`src/rtl/f1_pkg.sv`:
```
// f1_pkg: shared types and constants for the F1 start-lights sequencer.
//   f1_state_t  - sequencer state (IDLE, FILL, HOLD, TIMING)
//   *_DEF       - default parameter values used by f1_start_seq
//   LFSR_SEED   - reset value of the hold-time LFSR (never zero)
//   lfsr_taps() - Fibonacci tap mask for a maximal-length LFSR of width w
package f1_pkg;

  typedef enum logic [1:0] {
    IDLE   = 2'd0,
    FILL   = 2'd1,
    HOLD   = 2'd2,
    TIMING = 2'd3
  } f1_state_t;

  localparam int NUM_LIGHTS_DEF = 8;
  localparam int TICK_W_DEF     = 16;
  localparam int LFSR_W_DEF     = 7;
  localparam int REACT_W_DEF    = 16;

  localparam logic [31:0] LFSR_SEED = 32'd1;

  // Bit i of the mask is polynomial term x^(i+1); the register shifts left
  // and the XOR of the tapped bits enters at bit 0. Width 7 gives
  // x^7+x^6+1 (bits 6 and 5).
  function automatic logic [31:0] lfsr_taps(input int w);
    case (w)
      3:       return 32'h0000_0006;
      4:       return 32'h0000_000C;
      5:       return 32'h0000_0014;
      6:       return 32'h0000_0030;
      7:       return 32'h0000_0060;
      8:       return 32'h0000_00B8;
      9:       return 32'h0000_0110;
      10:      return 32'h0000_0240;
      11:      return 32'h0000_0500;
      12:      return 32'h0000_0829;
      15:      return 32'h0000_6000;
      16:      return 32'h0000_D008;
      default: return 32'h0000_0003 << (w - 2);
    endcase
  endfunction

endpackage

```
`src/rtl/f1_tick_gen.sv`:
```
// f1_tick_gen: reloadable down-counter producing the lamp tick.
//   clk, rst - clock, synchronous active-high reset (count -> 0)
//   en       - count while high (FILL and HOLD)
//   load     - force the count to N (entry to FILL)
//   N        - tick period minus 1; sampled on every load/reload
//   tick     - high in any enabled cycle where the count is 0
module f1_tick_gen #(
  parameter int TICK_W = 16
) (
  input  logic              clk,
  input  logic              rst,
  input  logic              en,
  input  logic              load,
  input  logic [TICK_W-1:0] N,
  output logic              tick
);

  logic [TICK_W-1:0] cnt;

  assign tick = en && (cnt == '0);

  // Reloading on the tick cycle itself gives a period of N+1 cycles,
  // so a new N takes effect only at the next reload.
  always_ff @(posedge clk) begin
    if (rst)       cnt <= '0;
    else if (load) cnt <= N;
    else if (tick) cnt <= N;
    else if (en)   cnt <= cnt - TICK_W'(1);
  end

endmodule

```
`src/rtl/f1_start_seq.sv`:
```
// f1_start_seq: F1 start-lights sequencer with random hold and reaction timer.
//   clk, rst     - clock, synchronous active-high reset
//   N            - tick period minus 1 (clk cycles)
//   trigger      - start request, honoured only in IDLE
//   react        - driver button (level)
//   lights       - lamp drive, bit 0 lights first
//   busy         - high whenever not IDLE
//   lights_out   - one-cycle pulse on entry to TIMING
//   react_valid  - one-cycle pulse when react_time updates
//   react_time   - cycles from lights_out to react
//   jump_start   - one-cycle pulse on early react
//   state        - current FSM state, for debug/checkers
// Build option: define F1_JUMP_START_EN to abort on react during FILL/HOLD;
// otherwise react is ignored outside TIMING and jump_start stays 0.
// Handshake: react_valid and lights_out are strobes with no ready/back-pressure;
// react_time holds its value until the next react_valid.
module f1_start_seq
  import f1_pkg::*;
#(
  parameter int NUM_LIGHTS = NUM_LIGHTS_DEF,
  parameter int TICK_W     = TICK_W_DEF,
  parameter int LFSR_W     = LFSR_W_DEF,
  parameter int REACT_W    = REACT_W_DEF
) (
  input  logic                  clk,
  input  logic                  rst,
  input  logic [TICK_W-1:0]     N,
  input  logic                  trigger,
  input  logic                  react,
  output logic [NUM_LIGHTS-1:0] lights,
  output logic                  busy,
  output logic                  lights_out,
  output logic                  react_valid,
  output logic [REACT_W-1:0]    react_time,
  output logic                  jump_start,
  output f1_state_t             state
);

  localparam logic [LFSR_W-1:0] LFSR_TAPS = LFSR_W'(lfsr_taps(LFSR_W));
  localparam logic [LFSR_W-1:0] LFSR_INIT = LFSR_W'(LFSR_SEED);

  f1_state_t             state_d;
  logic [NUM_LIGHTS-1:0] lights_d, fill_next;
  logic [LFSR_W-1:0]     lfsr, lfsr_d, hold_cnt, hold_d;
  logic [REACT_W-1:0]    react_cnt, react_cnt_d, react_time_d;
  logic                  lights_out_d, react_valid_d, jump_d;
  logic                  tick, tick_en, tick_load;

  assign tick_en   = (state == FILL) || (state == HOLD);
  assign tick_load = (state == IDLE) && trigger;
  assign busy      = (state != IDLE);
  assign fill_next = {lights[NUM_LIGHTS-2:0], 1'b1};
  assign lfsr_d    = {lfsr[LFSR_W-2:0], ^(lfsr & LFSR_TAPS)};

  f1_tick_gen #(.TICK_W(TICK_W)) u_tick (
    .clk  (clk),
    .rst  (rst),
    .en   (tick_en),
    .load (tick_load),
    .N    (N),
    .tick (tick)
  );

  always_comb begin
    state_d       = state;
    lights_d      = lights;
    hold_d        = hold_cnt;
    react_cnt_d   = react_cnt;
    react_time_d  = react_time;
    lights_out_d  = 1'b0;
    react_valid_d = 1'b0;
    jump_d        = 1'b0;
    case (state)
      IDLE: begin
        lights_d = '0;
        if (trigger) state_d = FILL;
      end
      FILL: begin
`ifdef F1_JUMP_START_EN
        if (react) begin
          jump_d   = 1'b1;
          lights_d = '0;
          state_d  = IDLE;
        end else
`endif
        if (tick) begin
          lights_d = fill_next;
          // Hold length is latched from the free-running LFSR the moment
          // the last lamp lights.
          if (&fill_next) begin
            state_d = HOLD;
            hold_d  = lfsr;
          end
        end
      end
      HOLD: begin
`ifdef F1_JUMP_START_EN
        if (react) begin
          jump_d   = 1'b1;
          lights_d = '0;
          state_d  = IDLE;
        end else
`endif
        if (tick) begin
          if (hold_cnt == LFSR_W'(1)) begin
            lights_d     = '0;
            lights_out_d = 1'b1;
            react_cnt_d  = '0;
            state_d      = TIMING;
          end else begin
            hold_d = hold_cnt - LFSR_W'(1);
          end
        end
      end
      TIMING: begin
        if (react_cnt != '1) react_cnt_d = react_cnt + REACT_W'(1);
        if (react) begin
          react_time_d  = react_cnt;
          react_valid_d = 1'b1;
          state_d       = IDLE;
        end
      end
      default: state_d = IDLE;
    endcase
  end

  always_ff @(posedge clk) begin
    if (rst) begin
      state       <= IDLE;
      lights      <= '0;
      lfsr        <= LFSR_INIT;
      hold_cnt    <= '0;
      react_cnt   <= '0;
      react_time  <= '0;
      lights_out  <= 1'b0;
      react_valid <= 1'b0;
      jump_start  <= 1'b0;
    end else begin
      state       <= state_d;
      lights      <= lights_d;
      lfsr        <= lfsr_d;
      hold_cnt    <= hold_d;
      react_cnt   <= react_cnt_d;
      react_time  <= react_time_d;
      lights_out  <= lights_out_d;
      react_valid <= react_valid_d;
      jump_start  <= jump_d;
    end
  end

endmodule

```
`config.mk`:
```
export PLATFORM = sky130hd
export DESIGN_NAME = f1_start_seq
export DESIGN_NICKNAME = d
export VERILOG_FILES = /design/src/rtl/f1_pkg.sv /design/src/rtl/f1_tick_gen.sv /design/src/rtl/f1_start_seq.sv
export SDC_FILE = /design/constraint.sdc
export NUM_CORES = 1
export LEC_CHECK = 0
export ABC_AREA = 0
export BUFFER_PORTS_ARGS = -buffer_cell sky130_fd_sc_hd__buf_4
export CORE_ASPECT_RATIO = 1.25
export CORE_MARGIN = 3
export CORE_UTILIZATION = 40
export DETAILED_ROUTE_END_ITERATION = 10
export PLACE_DENSITY_LB_ADDON = 0.2
export SETUP_SLACK_MARGIN = 0.4
export SYNTH_ARGS = -nofsm -noshare
export SYNTH_HDL_FRONTEND = slang
export SYNTH_HIERARCHICAL = 1
export SYNTH_SLANG_ARGS = --single-unit
```
`constraint.sdc`:
```
create_clock -name clk -period 4.2 [get_ports clk]
set_input_delay 0.42 -clock clk [delete_from_list [all_inputs] [get_ports clk]]
set_output_delay 0.42 -clock clk [all_outputs]
set_load 0.02 [all_outputs]
```
Yosys cells after proc, flatten, opt, wreduce, memory -nomap -nowiden. Cells that the tools add are included.

Bits in registers: 74. Input port bits: 20. Output and inout port bits: 30. Logic and storage cells: 72.

Add/subtract/negate cells: 3. Eq/ne operators: 13. Mux-type cells: 25. Bitwise gates (word level): 3. Reductions and logical operators: 19.

Operator list (count): 2-to-1 mux 16 bit (6); case mux 16 bit (2 select lines) (1); 2-to-1 mux 7 bit (4); 2-to-1 mux 8 bit (3); case mux 8 bit (3 select lines) (1); adder 16 x 1 -> 16 bit, second input constant (1); logical NOT 16 bit (1); inequality test 16 bit, second input constant (1); subtractor 16 x 1 -> 16 bit, second input constant (1); case mux 7 bit (2 select lines) (1); 2-to-1 mux 2 bit (6); inequality test 2 bit, second input constant (6); case mux 2 bit (4 select lines) (1); AND reduction 4 bit (2); equality test 7 x 1 -> 1 bit, second input constant (1); AND reduction 7 bit (1); XOR reduction 7 bit (1); subtractor 7 x 1 -> 7 bit, second input constant (1); AND reduction 6 bit (1); nonzero test 2 bit (3); nonzero test 3 bit (2); AND reduction 5 bit (1); equality test 2 bit, second input constant (2); inequality test 2 x 1 -> 1 bit, second input constant (2); other kinds (9) (13).

Logic depth before layout (Yosys ltp). Gate-level depths: netlist of the first run.

Depth in word-level cells: 5. Mapped depth: 10. Depth with buffers taken out: 9.

Modules after synthesis. Netlist of the first run, hierarchy kept.

By module, submodules not included: f1_start_seq (instances 1, cells each 341, area each 2793.9 um2, seq. area each 1161.1 um2); f1_tick_gen (instances 1, cells each 137, area each 1097.3 um2, seq. area each 320.3 um2).

Least setup slack after synthesis of the first run. Ideal clock, no wire load.

Path type: register to register. Start point: register u_tick.cnt[2]. End point: register react_cnt[2]. Setup time: 0.070 ns. Arrival time: 2.776 ns. Data required time: 4.130 ns. Path slack: 1.354 ns. Stages on the path, launching flop included: 11. Buffers on the path: 2. Clock period less this slack: 2.846 ns. Cell sequence: dfxtp_1 or4_1 buf_2 nor3b_4 and2_1 buf_6 or3b_1 o21ai_4 o21ai_2 or4_1 a21oi_1.

Cells in the longest elaborated chain, start to end: 4.

Ends and longest elaborated chain: from (decl) (RTL line f1_tick_gen.sv:18) `logic [TICK_W-1:0] cnt;`; from (signal assigned) (RTL line f1_tick_gen.sv:28) `else if (en) cnt <= cnt - TICK_W'(1);`; logical NOT 16 bit (RTL line f1_tick_gen.sv:20) `assign tick = en && (cnt == '0);`; logical AND 1 bit (RTL line f1_tick_gen.sv:20); net tick (RTL line f1_start_seq.sv:47) `logic tick, tick_en, tick_load;`; inequality test 2 bit (no source line); AND reduction 4 bit (no source line); to (signal assigned) (RTL line f1_start_seq.sv:143) `react_cnt <= react_cnt_d;`; to (decl) (RTL line f1_start_seq.sv:45) `logic [REACT_W-1:0] react_cnt, react_cnt_d, react_time_d;`.

The timed path passes the listed nets, and every way through them passes these cells. A chain may end at the register's enable or synchronous reset.

Final worst setup path of the first run.
Start point: register state[0]. End point: register react_cnt[5].

Cells in the longest elaborated chain, start to end: 5. Elaborated cells on any way between the ends: 11. Classes of those cells: 6 x eq/ne; 1 x mux; 4 x reduce/logical.

Ends and longest elaborated chain: from (decl) (RTL line f1_start_seq.sv:36) `output f1_state_t state`; from (signal assigned) (RTL line f1_start_seq.sv:139) `state <= state_d;`; equality test 2 x 1 -> 1 bit / equality test 2 bit (equally long branches) (RTL line f1_start_seq.sv:49) `assign tick_en = (state == FILL) || (state == HOLD);`; logical OR 1 bit (*) (RTL line f1_start_seq.sv:49); logical AND 1 bit (*) (RTL line f1_tick_gen.sv:20); net tick (RTL line f1_start_seq.sv:47); inequality test 2 bit (no source line) (*); AND reduction 4 bit (no source line) (*).

Mark *: on every way through the listed nets, which the timed path passes. The rest lies on a longest branch.

==> results.ini, run 1 <==
[outcome]
status=finished clean

[timing]
fin_crit_ns=3.42
holdWs_ns=0.349
tightest_slew_ns=1.03
fin_setup_tns_ns=0
period_share_pct=81.5
hold_viol_final=0
clock.fmax_mhz=292
grt_setup_unrepaired=no
setup_viol_count_final=0
slew_headroom_pct=31.2
skew_ns=0.00553
slew_viol_final=0

[cts]
cts_sinks=74
cts-root-buf=clkbuf_16
cts_buffers=9
cts_tree=done
clk_pin_slew_worst_paths_ns=0.06
cts_resized=0
cts_max_level=3
holdBufCountCts=0
cts_setup_buffers=0
insertion_delay_ns=0.33
ctsLongestPathBuffers=2

[setup_path]
cp.depth=9
cp_slowest_cell=ha_1
crit_chain=inv_1 -> ha_1 -> and4_1 -> and2_1 -> or3b_1 -> o31ai_4 -> a21oi_1 -> o21ai_0 -> o21ai_0
setup.worst_path.class=register to register
critPathRequiredTime_ns=4.42
crit_fanout=14
crit_arrival_ns=3.64
cp-start-kind=register
path_buf_inv=1
reg2reg_depth=9
cp_slowest_stage_delay_ns=0.57
cp_top_family=simple AND/OR/NAND/NOR gates
end_kind=register
path_common_cell=o21ai_0

[placement]
place.port_buffers=48
dp.final_hpwl_microns=6690
place.gp.congestion=0.864
placed_cells_incl_taps=620

[logic_synthesis]
synth_edf_count=0
synth_cell_types=58
async_flop_share_pct=0
yosysWarnings=6
synth-main-ff-cell=dfxtp_1
synth-seq-area-share_pct=38.1
ys_seq_elements=74
syn_nets=508
synthCells=478
syn_area_per_cell_sq_um=8.14
synthesis.area_sq_um=3890

[min_path]
hold_class=primary input to register
holdPathStages=3

[die]
io-pin-count=50
rows=39
die_area_sq_um=11000
fp.dieH_microns=116
start_util_pct=41.8
die_w_microns=94.2
core_sq_um=9320

[global_route]
grt_overflow=0
grtUsageTotal_pct=18.4
grt_pass1_wl_microns=16100
antenna_found_initial=0
grt_max_degree=77
grt_pass1_vias=3443

[cells_and_area]
layout_common_cells=dfxtp_1, nand2_1, buf_4
drive_gt1_share_pct=14.1
layout_commonest_cell=dfxtp_1
antenna_cells=0
instances_no_fill=635
final_nets=538
area_delta_synth_final_pct=17.3

[routing]
routed_wl_microns=9600
antenna_left=0
drt_iter0_drc=209
drt_first_pass_iters=4
drc=0
via_count=3620
vias_per_cell=5.70
wl_per_cell_microns=15.1

[power_and_ir_drop]
powerDensity_nw_per_um2=591
peakVddDrop_v=0.000356
leakagePower_nw=1.74

[job]
maxCapViolations=0

## kinds of logic after synthesis
group	Yosys count	share of synthesized area, %
flip-flops	74	38.1
multiplexers	18	4.66
other	1	0.0964
AND/OR/NAND/NOR	206	27.8
buffers and inverters	45	4.82
XOR/XNOR	5	1.13
adder cells (fa/ha/maj)	10	3.22
AO/OA/AOI/OAI	119	20.2
## per-stage QoR
stage               power [mW]  util [%]  setup slack, ns  cell area, sq um
floorplan                 1.71         -             1.35              3890
global placement          1.94      45.9            0.986              4280
detailed placement        1.95      45.9            0.800              4280
CTS                       2.71      49.0            0.798              4560
global route              2.87      49.0            0.547              4560
finish                    2.70      49.0            0.779              4560
## sequential cells by signal (all words and copies together) (netlist names)
signal	count
lights	8
react_time	16
hold_cnt	7
state	2
react_valid	1
lfsr	7
u_tick/cnt	16
lights_out	1
react_cnt	16
## synth_stat cells, drive strengths merged (2+ instances only)
library cell,number,area [sq um]
a2111oi,3,38.8
a211oi,7,52.6
a21o,2,15.0
a21oi,46,234
a221oi,2,17.5
a22oi,2,15.0
a31oi,8,50.1
a41oi,4,35.0
and2,12,75.1
and3,5,31.3
and4,6,52.6
buf,9,52.6
clkbuf,20,75.1
dfxtp,74,1480
ha,10,125
inv,16,60.1
mux2i,17,170
nand2,56,210
nand2b,11,68.8
nand3,17,85.1
nand3b,2,15.0
nand4,14,87.6
nor2,35,131
nor2b,8,50.1
nor3,16,80.1
nor4,8,50.1
o21ai,23,130
o22ai,2,12.5
o311ai,3,26.3
o31ai,4,43.8
o32ai,6,52.6
o41ai,2,17.5
or3,3,18.8
or4,6,45.0
or4bb,2,23.8
xnor2,4,35.0
## where the power goes
| group | leakage (nW) | switching (mW) | internal [mW] | total (mW) |
|---|---|---|---|---|
| Combinational | 1.00 | 0.641 | 0.408 | 1.05 |
| Clock | 0.142 | 0.277 | 0.471 | 0.748 |
| Sequential | 0.601 | 0.112 | 0.788 | 0.900 |
| Total | 1.74 | 1.03 | 1.67 | 2.70 |
## layer usage
metal	vias to the layer above	track usage [%]	part of all wire (%)
met5	-	0	0
met4	0	11.5	3.3
met3	24	2.77	5.9
met2	110	31.3	49
met1	1676	21.7	42
li1	1810	-	-
## worst register-to-register path, cell delays in order (launching register included)
cell and delay, ns:
dfxtp_1 0.42, inv_1 0.13, ha_1 0.57, and4_1 0.38, and2_1 0.41, or3b_1 0.48, o31ai_4 0.39, a21oi_1 0.23
o21ai_0 0.21, o21ai_0 0.10
## cell type report
cell class	instances	area, sq um
Clock inverter	3	40.0
Multi-Input combinational cell	359	2220
Fill cell	920	4760
Sequential cell	74	1480
Timing Repair Buffer	48	360
Clock buffer	12	246
Tap cell	123	154
Inverter	16	60.1
## final timing paths
| kind | from | end | slack [ns] |
|---|---|---|---|
| max | state[0] | react_cnt[5] | 0.78 |
| min | N[12] | u_tick/cnt[12] | 0.35 |
| max reg2reg | state[0] | react_cnt[5] | 0.78 |
| min reg2reg | react_time[13] | react_time[13] | 0.45 |
No activity file was read; power rests on OpenSTA's default activity.
==> run 2: changes to the inputs <==
Clock period 4.2 ns to 2.8 ns, I/O delays scaled along.
==> run 2 against run 1 <==
  * Design area is 6.9% higher
  * Clock skew is 0.0019 ns higher
  * Flip-flop and latch count stayed put
  * Critical path depth is 1 lower
  * Non-clock buffer count is 26 higher
  * Fmax is 35% higher
  * Routed wire length is 5.6% higher
  * Total power is 67% higher
  * Count of clock-buffer cells in the layout is 1 higher
  * Register-to-register slack worse by 0.52 ns
  * Worst hold slack worse by 0.14 ns
  * Cell count is 4.1% higher
  * Critical path type unchanged
  * Largest power group unchanged
==> results.ini, run 2 (same netlist as run 1, synthesis figures left out) <==
[power_and_ir_drop]
power.switching_mw=1.66
swShare_pct=37.0
comb_power_share_pct=44.6
power_frac_seq_pct=29.4
powerDensity_nw_per_um2=922
intPower_mw=2.84
leakagePower_nw=1.93
power_frac_clock_pct=26.0
peakVddDrop_v=0.000636

[cells_and_area]
reg.largest.list=react_cnt: 16 flops, react_time: 16 flops, u_tick/cnt: 16 flops
fin_util_pct=52.4
area_delta_synth_final_pct=25.4
antenna_cells=0
layout_commonest_cell=buf_4
layout_common_cells=buf_4, dfxtp_1, nand2_1
fillers=899
drive_gt1_share_pct=21.2
final_nets=564

[global_route]
gr-usage-met2_pct=34.8
grt-busiest-layer=met2
grtUsageTotal_pct=19.5
met1_usage_pct=22.1
grt_max_degree=49
grt_pass1_wl_microns=17000
antenna_found_initial=0
gr-usage-met3_pct=3.61
grt_overflow=0
grt_pass1_vias=3556

[die]
io-pin-count=50
core_sq_um=9320
die_area_sq_um=11000
die_w_microns=94.2
rows=39
fp.dieH_microns=116
start_util_pct=41.8

[setup_path]
setup.worst_path.class=register to register
cp_slowest_cell=or4_4
crit_arrival_ns=2.80
crit_fanout=3
end_kind=register
crit_chain=or4_4 -> nor3b_4 -> and2_4 -> or3b_4 -> o21ai_4 -> o21ai_2 -> or4_1 -> a21oi_1
cp_top_family=simple AND/OR/NAND/NOR gates
cp-start-kind=register
critPathRequiredTime_ns=3.06
cp_slowest_stage_delay_ns=0.53
path_buf_inv=0

[placement]
place.port_buffers=48
place.gp.congestion=0.903
dp.final_hpwl_microns=7330

[cts]
cts-root-buf=clkbuf_16
insertion_delay_ns=0.34
cts_buffers=9
ctsLongestPathBuffers=2
cts_tree=done
holdBufCountCts=0
clk_pin_slew_worst_paths_ns=0.05
cts_sinks=74
cts_max_level=3

[timing]
slew_headroom_pct=49.8
tightest_slew_ns=0.742
fin_setup_tns_ns=0
grt_setup_unrepaired=yes
skew_ns=0.00742
period_share_pct=90.6
hold_viol_final=0
setup_viol_count_final=0
fin_crit_ns=2.54
clock.fmax_mhz=394
slew_viol_final=0

[routing]
drt_first_pass_iters=5
drt_iter0_drc=153
antenna_left=0
drc=0
vias_per_cell=5.63
wl_per_cell_microns=15.3
via_count=3720
routed_wl_microns=10100

[min_path]
hold_class=primary input to register

[outcome]
status=finished clean

[job]
maxCapViolations=0

run 2: layout make-up:
class                      count  area (sq um)  share of cell area [%]
sequential                    74          1490                    30.5
inverter                      16          60.1                    1.23
clock buffer                  13           270                    5.54
multi-input combinational    359          2290                    47.0
timing repair buffer          74           581                    11.9
tap                          123           154                    3.15
clock inverter                 2          35.0                   0.718
run 2: through the flow:
step	cells	total power [mW]	setup WS, ns	hold slack [ns]	cell area, sq um
after floorplan	478	2.61	0.0449	0.420	3910
after global placement	638	3.13	0.128	0.443	4430
after detailed placement	638	3.16	0.118	0.448	4430
after CTS	660	4.49	0.296	0.200	4850
after global routing	661	4.81	0.188	0.208	4880
final	661	4.50	0.262	0.209	4880
run 2: tightest hold or removal path: stages:
cell and delay (ns):
buf_4 0.08, nand2_1 0.04, o22ai_1 0.10
run 2: power groups by stage:
stage	logic, mW	clock network, mW	registers (mW)
after global routing	2.22	1.24	1.35
after CTS	1.97	1.20	1.32
final	2.01	1.17	1.32
after global placement	1.80	0	1.34
after detailed placement	1.82	0	1.34
after floorplan	1.26	0	1.35
run 2: final timing paths:
| check | endpoint | startpoint | cells past startpoint | slack [ns] |
|---|---|---|---|---|
| setup reg to reg | react_cnt[2] | u_tick/cnt[3] | 8 | 0.26 |
| hold reg to reg | react_time[13] | react_time[13] | 2 | 0.45 |
| setup / recovery | react_cnt[2] | u_tick/cnt[3] | 8 | 0.26 |
| hold / removal | u_tick/cnt[12] | N[12] | 3 | 0.21 |
run 2: metal layers:
metal  vias to the layer above  share of wire (%)
li1                       1857                  -
met1                      1743                 41
met2                        96                 51
met3                        24                5.2
met4                         0                3.0
met5                         -                  0
run 2: what timing repair did:
action / 4_1_cts / 5_1_grt
pin swaps: 4 / 2
endpoints found under the setup margin: 26 / 31
gates resized for setup: 10 / 7
buffers inserted: 7 / 1
